File: src/rtl/stn2tft_pkg.sv
// Shared constants, FSM encoding and nibble packing for the STN capture front end.
package stn2tft_pkg;

  localparam int unsigned ADDR_W_DEF    = 7;
  localparam int unsigned MAX_BYTES_DEF = 80;
  localparam int unsigned LINE_W_DEF    = 8;

  // First nibble shifted in lands in the high half of the byte (leftmost pixel in [7:4]).
  localparam bit NIB_FIRST_HIGH = 1'b1;

  typedef enum logic [1:0] {
    ST_IDLE   = 2'd0,
    ST_SYNC   = 2'd1,
    ST_ACTIVE = 2'd2
  } cap_state_e;

  // Combine two nibbles in shift order into one byte.
  function automatic logic [7:0] pack_nib(input logic [3:0] first, input logic [3:0] second);
    return NIB_FIRST_HIGH ? {first, second} : {second, first};
  endfunction

endpackage

File: src/rtl/stn_sync.sv
// Two-flop synchroniser with a history flop; level is stage 2, edges compare stages 2 and 3.
module stn_sync #(
  parameter int unsigned W = 1
) (
  input  logic         clk,
  input  logic         rst,
  input  logic [W-1:0] din,
  output logic [W-1:0] lvl,
  output logic [W-1:0] rise_c,
  output logic [W-1:0] fall_c
);

  logic [W-1:0] s1;
  logic [W-1:0] s2;
  logic [W-1:0] s3;

  // Synchroniser chain plus history stage.
  always_ff @(posedge clk) begin
    if (rst) begin
      s1 <= '0;
      s2 <= '0;
      s3 <= '0;
    end else begin
      s1 <= din;
      s2 <= s1;
      s3 <= s2;
    end
  end

  assign lvl    = s2;
  assign rise_c = s2 & ~s3;
  assign fall_c = ~s2 & s3;

endmodule

File: src/rtl/stn_capture.sv
// STN panel bus capture: packs pixel nibbles into bytes and fills a ping-pong line buffer.
module stn_capture
  import stn2tft_pkg::*;
#(
  parameter int unsigned ADDR_W    = ADDR_W_DEF,
  parameter int unsigned MAX_BYTES = MAX_BYTES_DEF,
  parameter int unsigned LINE_W    = LINE_W_DEF
) (
  input  logic              clk,
  input  logic              rst,
  input  logic              cap_en,
  input  logic              fpframe,
  input  logic              fpline,
  input  logic              fpshift,
  input  logic [3:0]        fpdat,
  output logic              wr_en,
  output logic              wr_bank,
  output logic [ADDR_W-1:0] wr_addr,
  output logic [7:0]        wr_dat,
  output logic              line_done,
  output logic [LINE_W-1:0] line_idx,
  output logic [ADDR_W:0]   line_bytes,
  output logic              frame_start,
  output logic              ovf
);

  localparam logic [ADDR_W-1:0] ADDR_MAX = ADDR_W'(MAX_BYTES);

  logic       frame_lvl;
  logic       line_fall;
  logic       shift_fall;
  logic [3:0] dat_lvl;
  logic       frame_rise_unused, frame_fall_unused;
  logic       line_lvl_unused, line_rise_unused;
  logic       shift_lvl_unused, shift_rise_unused;
  logic [3:0] dat_rise_unused, dat_fall_unused;

  stn_sync #(.W(1)) u_sync_frame (
    .clk(clk), .rst(rst), .din(fpframe),
    .lvl(frame_lvl), .rise_c(frame_rise_unused), .fall_c(frame_fall_unused)
  );

  stn_sync #(.W(1)) u_sync_line (
    .clk(clk), .rst(rst), .din(fpline),
    .lvl(line_lvl_unused), .rise_c(line_rise_unused), .fall_c(line_fall)
  );

  stn_sync #(.W(1)) u_sync_shift (
    .clk(clk), .rst(rst), .din(fpshift),
    .lvl(shift_lvl_unused), .rise_c(shift_rise_unused), .fall_c(shift_fall)
  );

  stn_sync #(.W(4)) u_sync_dat (
    .clk(clk), .rst(rst), .din(fpdat),
    .lvl(dat_lvl), .rise_c(dat_rise_unused), .fall_c(dat_fall_unused)
  );

  cap_state_e          state_q;
  cap_state_e          state_d;
  logic                phase;
  logic [3:0]          held;
  logic [ADDR_W-1:0]   addr;
  logic [LINE_W-1:0]   line_cnt;
  logic                close_p;

  logic                fstart;
  logic                frame_hit;
  logic                shift_ev;
  logic                lend_ev;
  logic                wr_req;
  logic                wr_ok;
  logic [7:0]          wr_val;

  // FSM state register.
  always_ff @(posedge clk) begin
    if (rst) state_q <= ST_IDLE;
    else     state_q <= state_d;
  end

  // Next state plus per-cycle event qualification and write selection.
  always_comb begin
    state_d   = state_q;
    fstart    = line_fall & frame_lvl;
    frame_hit = 1'b0;
    shift_ev  = 1'b0;
    lend_ev   = 1'b0;
    wr_req    = 1'b0;
    wr_val    = 8'h00;
    wr_ok     = 1'b0;

    case (state_q)
      ST_IDLE: begin
        state_d = ST_SYNC;
      end
      ST_SYNC: begin
        if (fstart) begin
          state_d   = ST_ACTIVE;
          frame_hit = 1'b1;
        end
      end
      ST_ACTIVE: begin
        frame_hit = fstart;
        shift_ev  = shift_fall & ~fstart;
        lend_ev   = line_fall & ~fstart;
      end
      default: state_d = ST_IDLE;
    endcase

    if (!cap_en) begin
      state_d   = ST_IDLE;
      frame_hit = 1'b0;
      shift_ev  = 1'b0;
      lend_ev   = 1'b0;
    end

    // At most one byte per cycle: a completed pair, or the odd-nibble flush at line end.
    if (shift_ev && phase) begin
      wr_req = 1'b1;
      wr_val = pack_nib(held, dat_lvl);
    end else if (shift_ev && lend_ev) begin
      wr_req = 1'b1;
      wr_val = pack_nib(dat_lvl, 4'h0);
    end else if (lend_ev && phase) begin
      wr_req = 1'b1;
      wr_val = pack_nib(held, 4'h0);
    end

    wr_ok = wr_req && (addr != ADDR_MAX);
  end

  // Capture datapath: writes, line close one cycle after line end, frame restart.
  always_ff @(posedge clk) begin
    if (rst) begin
      wr_en       <= 1'b0;
      wr_bank     <= 1'b0;
      wr_addr     <= '0;
      wr_dat      <= 8'h00;
      line_done   <= 1'b0;
      line_idx    <= '0;
      line_bytes  <= '0;
      frame_start <= 1'b0;
      ovf         <= 1'b0;
      phase       <= 1'b0;
      held        <= 4'h0;
      addr        <= '0;
      line_cnt    <= '0;
      close_p     <= 1'b0;
    end else begin
      wr_en       <= 1'b0;
      line_done   <= 1'b0;
      frame_start <= 1'b0;

      if (!cap_en) begin
        close_p <= 1'b0;
      end else if (frame_hit) begin
        frame_start <= 1'b1;
        line_cnt    <= '0;
        wr_bank     <= 1'b0;
        ovf         <= 1'b0;
        addr        <= '0;
        phase       <= 1'b0;
        close_p     <= 1'b0;
      end else begin
        if (close_p) begin
          line_done <= 1'b1;
          wr_bank   <= ~wr_bank;
          line_cnt  <= line_cnt + LINE_W'(1);
          close_p   <= 1'b0;
        end
        if (wr_ok) begin
          wr_en   <= 1'b1;
          wr_addr <= addr;
          wr_dat  <= wr_val;
          addr    <= addr + ADDR_W'(1);
        end
        if (wr_req && !wr_ok) begin
          ovf <= 1'b1;
        end
        if (shift_ev) begin
          phase <= ~phase;
          if (!phase) held <= dat_lvl;
        end
        if (lend_ev) begin
          phase      <= 1'b0;
          addr       <= '0;
          close_p    <= 1'b1;
          line_idx   <= line_cnt;
          line_bytes <= (ADDR_W+1)'(addr) + (ADDR_W+1)'(wr_ok);
        end
      end
    end
  end

endmodule

File: config.mk
export PLATFORM = sky130hd
export DESIGN_NAME = stn_capture
export DESIGN_NICKNAME = d
export VERILOG_FILES = /design/src/rtl/stn2tft_pkg.sv /design/src/rtl/stn_sync.sv /design/src/rtl/stn_capture.sv
export SDC_FILE = /design/constraint.sdc
export NUM_CORES = 1
export LEC_CHECK = 0
export ABC_AREA = 1
export BUFFER_PORTS_ARGS = -buffer_cell sky130_fd_sc_hd__clkbuf_2
export CELL_PAD_IN_SITES_DETAIL_PLACEMENT = 1
export CELL_PAD_IN_SITES_GLOBAL_PLACEMENT = 2
export CORE_ASPECT_RATIO = 0.9
export CORE_MARGIN = 2
export CORE_UTILIZATION = 32
export DETAILED_ROUTE_END_ITERATION = 12
export PLACE_DENSITY = 0.83
export REMOVE_ABC_BUFFERS = 1
export SYNTH_ARGS = -nofsm -noshare
export SYNTH_HDL_FRONTEND = slang
export SYNTH_HIERARCHICAL = 1
export SYNTH_SLANG_ARGS = --single-unit
File: constraint.sdc
create_clock -name clk -period 3 [get_ports clk]
set_clock_uncertainty 0.1 [all_clocks]
set_input_delay 0.75 -clock clk [delete_from_list [all_inputs] [get_ports clk]]
set_output_delay 0.75 -clock clk [all_outputs]
set_load 0.05 [all_outputs]
# Word level (Yosys, flattened, before mapping)
# Index checks and enable logic that the tools add are counted.
# op_classes
n_addsub	3
n_reduce_logical	21
eq_ne	4
n_mux	31
bitwise_logic	13
# ops
cell	count
two-way mux 8 bit	5
two-way mux 7 bit	3
two-way mux 1 bit	20
AND reduction 2 bit	5
adder 7 x 1 -> 8 bit	1
adder 8 x 1 -> 8 bit, second input constant	1
inverter 1 bit	8
adder 7 x 1 -> 7 bit, second input constant	1
inequality test 7 bit, second input constant	1
one-hot mux 2 bit (3 select lines)	1
AND reduction 3 bit	2
nonzero test 3 bit	2
AND 1 bit	5
logical AND 1 bit	5
AND reduction 4 bit	1
nonzero test 2 bit	2
OR reduction 3 bit	1
equality test 2 x 1 -> 1 bit, second input constant	1
equality test 2 bit, second input constant	1
logical NOT 2 bit	1
two-way mux 2 bit	1
inequality test 2 bit, second input constant	1
one-hot mux 1 bit (2 select lines)	1
OR reduction 2 bit	1
logical NOT 1 bit	1
# word_totals
wordCells	97
input_bits	10
regBits	75

# Longest topological paths before layout
# Gate-level depths: netlist (run 1).
# logic_depth
word_depth	16
mapped_depth	16

# Cells and area by module
# Netlist (run 1), hierarchy kept.
# modules_own_cells
module	area_each_um2	cells_each	n_inst
stn_capture	2633.8	353	1
stn_sync at u_sync_dat	386.6	49	1
stn_sync at u_sync_frame ...	93.8	12	3

# Worst setup path after synthesis (run 1)
# Ideal clock, no wire load.
# synth_timing
path_type	input port to flip-flop
from	in cap_en
to	reg line_bytes[6]
required_time_ns	2.785
path_stages	14
setup_ns	0.115
slack_ns	0.563
path_buffers	1
arrival_ns	2.222
path_cell_list	nand2_2 > inv_2 > nand4_2 > nand2_2 > nand2_4 > inv_4 > buf_6 > ha_1 > ha_1 > nand3_1 > nor3_1 > xor2_1 > o21ai_0 > inv_1
# synth_via
elab_chain_cells	7
elab_cells_between_ends	13
cone_classes	add/sub: 1; mux: 6; bitwise: 1; reduce/logical: 5
# synth_lines
element	line_no	rtl
from (decl)	stn_capture.sv:11	input logic cap_en,
two-way mux 1 bit	stn_capture.sv:109	if (!cap_en) begin
logical AND 1 bit	stn_capture.sv:123	end else if (lend_ev && phase) begin
two-way mux 1 bit	stn_capture.sv:123	
two-way mux 1 bit	stn_capture.sv:120	end else if (shift_ev && lend_ev) begin
two-way mux 1 bit (*)	stn_capture.sv:117	if (shift_ev && phase) begin
logical AND 1 bit (*)	stn_capture.sv:128	wr_ok = wr_req && (addr != ADDR_MAX);
net wr_ok	stn_capture.sv:71	logic wr_ok;
adder 7 x 1 -> 8 bit (*)	stn_capture.sv:188	line_bytes <= (ADDR_W+1)'(addr) + (ADDR_W+1)'(wr_ok);
to (signal assigned)	stn_capture.sv:188	
to (decl)	stn_capture.sv:22	output logic [ADDR_W:0] line_bytes,
# Mark *: on every way through the listed nets, which the timed path passes. The rest lies on a longest branch.
# A chain may end at the register's enable or synchronous reset.

# Worst setup path in the final report (run 1)
# layout_timing
from	reg state_q[0]
to	reg line_bytes[6]
# layout_via
elab_chain_cells	9
elab_cells_between_ends	18
cone_classes	add/sub: 1; eq/ne: 2; mux: 9; bitwise: 1; reduce/logical: 5
# layout_lines
element	line_no	rtl
from (decl)	stn_capture.sv:58	cap_state_e state_q;
from (signal assigned)	stn_capture.sv:77	else state_q <= state_d;
equality test 2 bit	stn_capture.sv:91	case (state_q)
two-way mux 1 bit	stn_capture.sv:91	
two-way mux 1 bit	stn_capture.sv:109	
logical AND 1 bit	stn_capture.sv:123	
two-way mux 1 bit	stn_capture.sv:123	
two-way mux 1 bit	stn_capture.sv:120	
two-way mux 1 bit	stn_capture.sv:117	
logical AND 1 bit	stn_capture.sv:128	
adder 7 x 1 -> 8 bit	stn_capture.sv:188	
# Several ways; a longest one is shown, not always the timed one.

==> impl_metrics.py, run 1 <==
metrics = {
    "clocking": {
        "cts_tree": "done",
        "clk_latency_ns": 0.35,
        "cts_buffers": 9,
        "cts.reportedPaths.clkPinSlew_ns": 0.07,
        "ctsHtreeMaxLevel": 3,
        "cts_root_buffer": "clkbuf_8",
        "post-cts-setup-buffers": 0,
        "cts.sinks": 75,
        "cts_buffer_depth": 2,
        "cts_resized": 0,
        "ctsHoldBuffers": 0,
    },
    "power": {
        "cellPowerDensity_mw_per_mm2": 556.5,
        "p_leak_nw": 1.646,
        "ir_worst_vdd_mv": 0.2149,
        "finalPower_mw": 2.037,
    },
    "sta": {
        "setup_viol": 0,
        "fin_crit_sh": 0.7891,
        "tns_ns": 0,
        "final-hold-violation-count": 0,
        "tightest_slew_ns": 0.4349,
        "fin_ws_ns": 0.6327,
        "fmax_mhz": 422.4,
        "rsz0062_at_grt": "false",
        "min_period_ns": 2.367,
        "drv_slew": 0,
        "slew-limit-headroom": 0.7097,
    },
    "grt": {
        "grt_pass1_wl_mm": 12.71,
        "grt-ovfl-total": 0,
        "grt_max_degree": 32,
        "grt_pass1_vias": 2699,
        "grt_util_all_layers": 0.1504,
        "antenna_found_initial": 0,
    },
    "setup_path": {
        "cp.arrival_ns": 2.51,
        "end_kind": "flop",
        "startpoint_type": "flop",
        "path_class": "flop to flop",
        "crit_path_max_fanout": 7,
        "critPathRequiredTime_ns": 3.14,
    },
    "placed_design": {
        "place_area_mm2": 0.003411,
        "hpwlAfterDp_mm": 5.200,
        "numPortBuffers": 45,
        "preCtsSetupSlack_ns": 0.3557,
        "place.gp.congestion": 0.7737,
    },
    "synthesis": {
        "avgSynthCellArea_um2": 7.637,
        "yosys_warnings": 6,
        "syn_area_mm2": 0.003100,
        "synthCells": 406,
    },
    "route": {
        "ant_nets": 0,
        "drtPass1Iterations": 4,
        "dr_total_vias": 2657,
        "drc": 0,
        "vias_per_cell": 4.573,
        "post_drt_wl_per_cell_um": 12.42,
        "routed_wl_mm": 7.214,
        "drt_iter0_markers": 55,
    },
    "floorplan": {
        "die_x_um": 107.8,
        "die_area_mm2": 0.01049,
        "die_height_um": 97.38,
        "num_io_pins": 46,
        "start_util": 0.3254,
        "coreArea_mm2": 0.009529,
        "num_rows": 34,
    },
    "hold_path": {
        "hold_class": "flop to flop",
    },
    "layout": {
        "mostFrequentLayoutCells": "nor2_1, dfxtp_1, nand2_1, inv_1, clkbuf_2",
        "fin_util": 0.3841,
        "layout_commonest_cell": "nor2_1",
        "fill_cells": 1215,
        "area.sequential_mm2": 0.001501,
        "multiInputGateArea_mm2": 0.001294,
        "diodes": 0,
        "area_growth_syn_to_layout_pct": 18.04,
        "fin_area_mm2": 0.003660,
        "drive_above_1_share": 0.1714,
        "layout.nets": 470,
    },
    "run": {
        "maxCapViolCount": 0,
    },
    "run_status": {
        "status": "completed",
    },
}
registers in the layout (all words and copies together) (netlist names), 2 cells and up:
register        flops
wr_addr             7
wr_dat              8
line_cnt            8
held                4
state_q             2
line_idx            8
u_sync_dat/s1       4
u_sync_dat/lvl      4
addr                7
line_bytes          8
where the power goes:
part / internal, mW / leakage, nW / total [mW] / switching, mW
registers: 1.01 / 0.607 / 1.01 / 0.00621
clock network: 0.594 / 0.122 / 0.962 / 0.368
logic: 0.0199 / 0.917 / 0.0618 / 0.0419
total: 1.62 / 1.65 / 2.04 / 0.416
metrics by stage:
stage | std cells | hold WS [ns]
5_1_grt | 581 | 0.3202
4_1_cts | 581 | 0.3074
2_1_floorplan | 391 | 0.2883
3_3_place_gp | 566 | 0.2897
3_5_place_dp | 566 | 0.2960
6_report | 581 | 0.3036
path summary, 6_finish.rpt:
check | from | depth (start not counted) | slack (ns) | end
worst max-delay path | state_q[0]$_SDFFE_PP0P_ | 15 | 0.63 | line_bytes[6]$_SDFFE_PP0P_
worst min-delay path | u_sync_frame/s1$_SDFF_PP0_ | 2 | 0.30 | u_sync_frame/lvl$_SDFF_PP0_
worst max register to register | state_q[0]$_SDFFE_PP0P_ | 15 | 0.63 | line_bytes[6]$_SDFFE_PP0P_
worst min register to register | u_sync_frame/s1$_SDFF_PP0_ | 2 | 0.30 | u_sync_frame/lvl$_SDFF_PP0_
layer usage:
metal	wire length, um	global-route usage	vias up
li1	-	-	1386
met1	3626	0.1977	1226
met2	3247	0.2400	35
met3	226	0.03421	10
met4	115	0.05621	0
met5	0	0	-
final cells by class:
type                       instances  area share
multi-input combinational        263      0.3535
sequential                        75      0.4103
tap                              126     0.04308
clock buffer                      11     0.04137
clock inverter                     4     0.02667
timing repair buffer              49     0.06974
inverter                          53     0.05538
worst max-delay path, stage by stage, from the launching register on:
cell and delay [ns]:
dfxtp_1 0.33, inv_1 0.10, ha_1 0.19, nand2_2 0.07
inv_2 0.07, nand4_2 0.15, nand2_2 0.15, nand2_4 0.07
inv_4 0.05, ha_1 0.16, ha_1 0.18, nand3_1 0.11
nor3_1 0.21, xor2_1 0.10, o21ai_0 0.15, inv_1 0.05
Power figures use the tool's default switching activity.
==> run 2: changes to the inputs <==
- CORE_UTILIZATION: 32 -> 29
- PLACE_DENSITY: 0.83 -> 0.8
- clock period: 3 -> 1.9 ns (I/O delays scaled with it)
==> run 2 against run 1 <==
Effect of this change:
- the run now ends with DRC, setup timing left
- first-iteration DRC count is 5.5% lower
- critical path depth is 1 lower
- power is 68% higher
- count of clock-buffer cells in the layout stayed put
- clock power is 76% higher
- via count is 5.3% higher
- sequential cell count stayed put
- maximum frequency is 18% higher
- worst hold slack worse by 0.067 ns
- routed wire length is 12% higher
- design area is 14% higher
- critical endpoint is now line_bytes[4]$_SDFFE_PP0P_
==> impl_metrics.py, run 2 (synthesized netlist as in run 1, its figures left out) <==
metrics = {
    "placed_design": {
        "place.gp.congestion": 0.7686,
        "numPortBuffers": 45,
        "hpwlAfterDp_mm": 5.595,
        "preCtsSetupSlack_ns": -0.2985,
    },
    "setup_path": {
        "reg2reg_slack_ns": -0.10,
        "cp.arrival_ns": 2.15,
        "max_stage_delay_ns": 0.32,
        "end_kind": "flop",
        "r2r-end": "line_bytes[4]$_SDFFE_PP0P_",
        "cp_top_family": "adder cells",
        "startpoint_type": "flop",
        "path_cells": "inv_2 > ha_4 > nand2_4 > inv_4 > nand3_2 > nand2_4 > nand2_4 > inv_4 > ha_4 > ha_4 > nand3_4 > buf_6 > xor2_1 > a211oi_1",
        "critPathRequiredTime_ns": 2.05,
        "cp_num_buf_inv": 4,
        "crit_path_max_fanout": 3,
        "cpMaxStageDelayCell": "dfxtp_2",
        "reg2reg_depth": 14,
        "path_class": "flop to flop",
        "rr_startpoint": "state_q[0]$_SDFFE_PP0P_",
    },
    "sta": {
        "tightest_slew_ns": 0.3415,
        "setup_viol": 4,
        "whs_ns": 0.2364,
        "fmax_mhz": 500.0,
        "rsz0062_at_grt": "true",
        "drv_slew": 0,
        "fin_ws_ns": -0.1000,
        "final-hold-violation-count": 0,
        "fin_crit_sh": 1.053,
        "min_period_ns": 2.000,
        "slew-limit-headroom": 0.7723,
    },
    "layout": {
        "area_growth_syn_to_layout_pct": 34.06,
        "fill_cells": 1287,
        "mostFrequentLayoutCells": "nor2_1, dfxtp_1, nand2_1, clkbuf_2, inv_1",
        "fin_util": 0.4022,
        "layout.nets": 507,
        "diodes": 0,
        "drive_above_1_share": 0.2860,
        "layout_commonest_cell": "nor2_1",
    },
    "route": {
        "drt_iter0_markers": 52,
        "ant_nets": 0,
        "dr_total_vias": 2799,
        "drc": 1,
        "post_drt_wl_per_cell_um": 13.03,
        "vias_per_cell": 4.500,
        "drtPass1Iterations": 8,
        "routed_wl_mm": 8.105,
    },
    "clocking": {
        "cts_buffer_depth": 2,
        "cts_tree": "done",
        "ctsHtreeMaxLevel": 3,
        "ctsHoldBuffers": 0,
        "cts_root_buffer": "clkbuf_16",
        "cts.reportedPaths.clkPinSlew_ns": 0.06,
        "cts.sinks": 75,
        "cts_buffers": 9,
        "clk_latency_ns": 0.33,
    },
    "hold_path": {
        "holdPathStages": 3,
        "hold-path-endpoint": "u_sync_dat/s1[1]$_SDFF_PP0_",
        "worstHoldStart": "fpdat[1]",
        "hold_class": "input port to flop",
    },
    "grt": {
        "grt_max_degree": 32,
        "grt_pass1_vias": 2836,
        "grt-ovfl-total": 0,
        "grt_util_all_layers": 0.1454,
        "antenna_found_initial": 0,
        "grt_pass1_wl_mm": 13.29,
    },
    "floorplan": {
        "start_util": 0.3000,
        "num_rows": 35,
        "die_area_mm2": 0.01154,
        "die_x_um": 113.0,
        "num_io_pins": 46,
        "coreArea_mm2": 0.01033,
        "die_height_um": 102.1,
    },
    "power": {
        "p_leak_nw": 1.888,
        "ir_worst_vdd_mv": 0.3361,
        "cellPowerDensity_mw_per_mm2": 822.9,
    },
    "run": {
        "maxCapViolCount": 0,
    },
    "run_status": {
        "failed_checks": "DRC, setup timing",
        "status": "finished, violations left",
    },
}
-- run 2: cell types whose count changed in the layout (fill, tap and decap cells not counted), moves of 4 or more --
cell	before	now
dfxtp_1	75	71
nand2_4	1	6
nor2_1	80	75
o21ai_1	7	11
o21ai_0	40	36
nand2_1	49	45
buf_4	4	39
clkbuf_8	11	1
clkbuf_16	0	9
inv_1	48	44
dfxtp_2	0	4
nand3_1	23	19
-- run 2: worst min-delay path: stages --
cell and delay [ns]:
clkbuf_2 0.08, inv_1 0.04, nor2_1 0.03
-- run 2: metrics by stage --
stage / cells / area (um^2) / TNS (ns) / power, mW
finish: 622 / 4156 / -0.2431 / 3.420
global route: 622 / 4156 / -0.9992 / 3.549
CTS: 621 / 4090 / -0.2425 / 3.467
detailed placement: 601 / 3655 / -1.343 / 1.751
global placement: 601 / 3655 / -0.8968 / 1.745
floorplan: 391 / 2998 / -1.398 / 1.691
-- run 2: metal layers --
metal / vias up / share of wire / wire, um / track usage
li1: 1454 / - / - / -
met1: 1278 / 0.48 / 3920 / 0.1827
met2: 52 / 0.46 / 3746 / 0.2424
met3: 15 / 0.034 / 272 / 0.03796
met4: 0 / 0.020 / 165 / 0.05629
met5: - / 0 / 0 / 0
-- run 2: repair_timing --
| action | CTS | global route |
|---|---|---|
| buffers inserted | 4 | 1 |
| setup endpoints to repair | 9 | 22 |
| pin swaps | 12 | 12 |
| resized for setup | 27 | 20 |
-- run 2: layout make-up --
cell class / instances / area (um^2) / share of cell area
clock inverter: 5 / 52.55 / 0.01264
clock buffer: 11 / 242.7 / 0.05840
sequential: 75 / 1506 / 0.3624
inverter: 53 / 205.2 / 0.04937
multi-input combinational: 263 / 1448 / 0.3483
tap: 129 / 161.4 / 0.03883
timing repair buffer: 86 / 540.5 / 0.1300
-- run 2: report_power, final --
part           internal (mW)  leakage (nW)  switching [mW]
clock network           1.05         0.145           0.644
logic                 0.0481          1.13          0.0772
registers               1.59         0.609          0.0111
-- run 2: worst max path at each step --
stage | from | end | cells past startpoint
floorplan | state_q[0]$_SDFFE_PP0P_ | line_bytes[6]$_SDFFE_PP0P_ | 15
global placement | cap_en | line_bytes[6]$_SDFFE_PP0P_ | 14
detailed placement | cap_en | line_bytes[6]$_SDFFE_PP0P_ | 14
CTS | state_q[0]$_SDFFE_PP0P_ | line_bytes[6]$_SDFFE_PP0P_ | 15
global route | state_q[0]$_SDFFE_PP0P_ | line_bytes[4]$_SDFFE_PP0P_ | 14
finish | state_q[0]$_SDFFE_PP0P_ | line_bytes[4]$_SDFFE_PP0P_ | 14
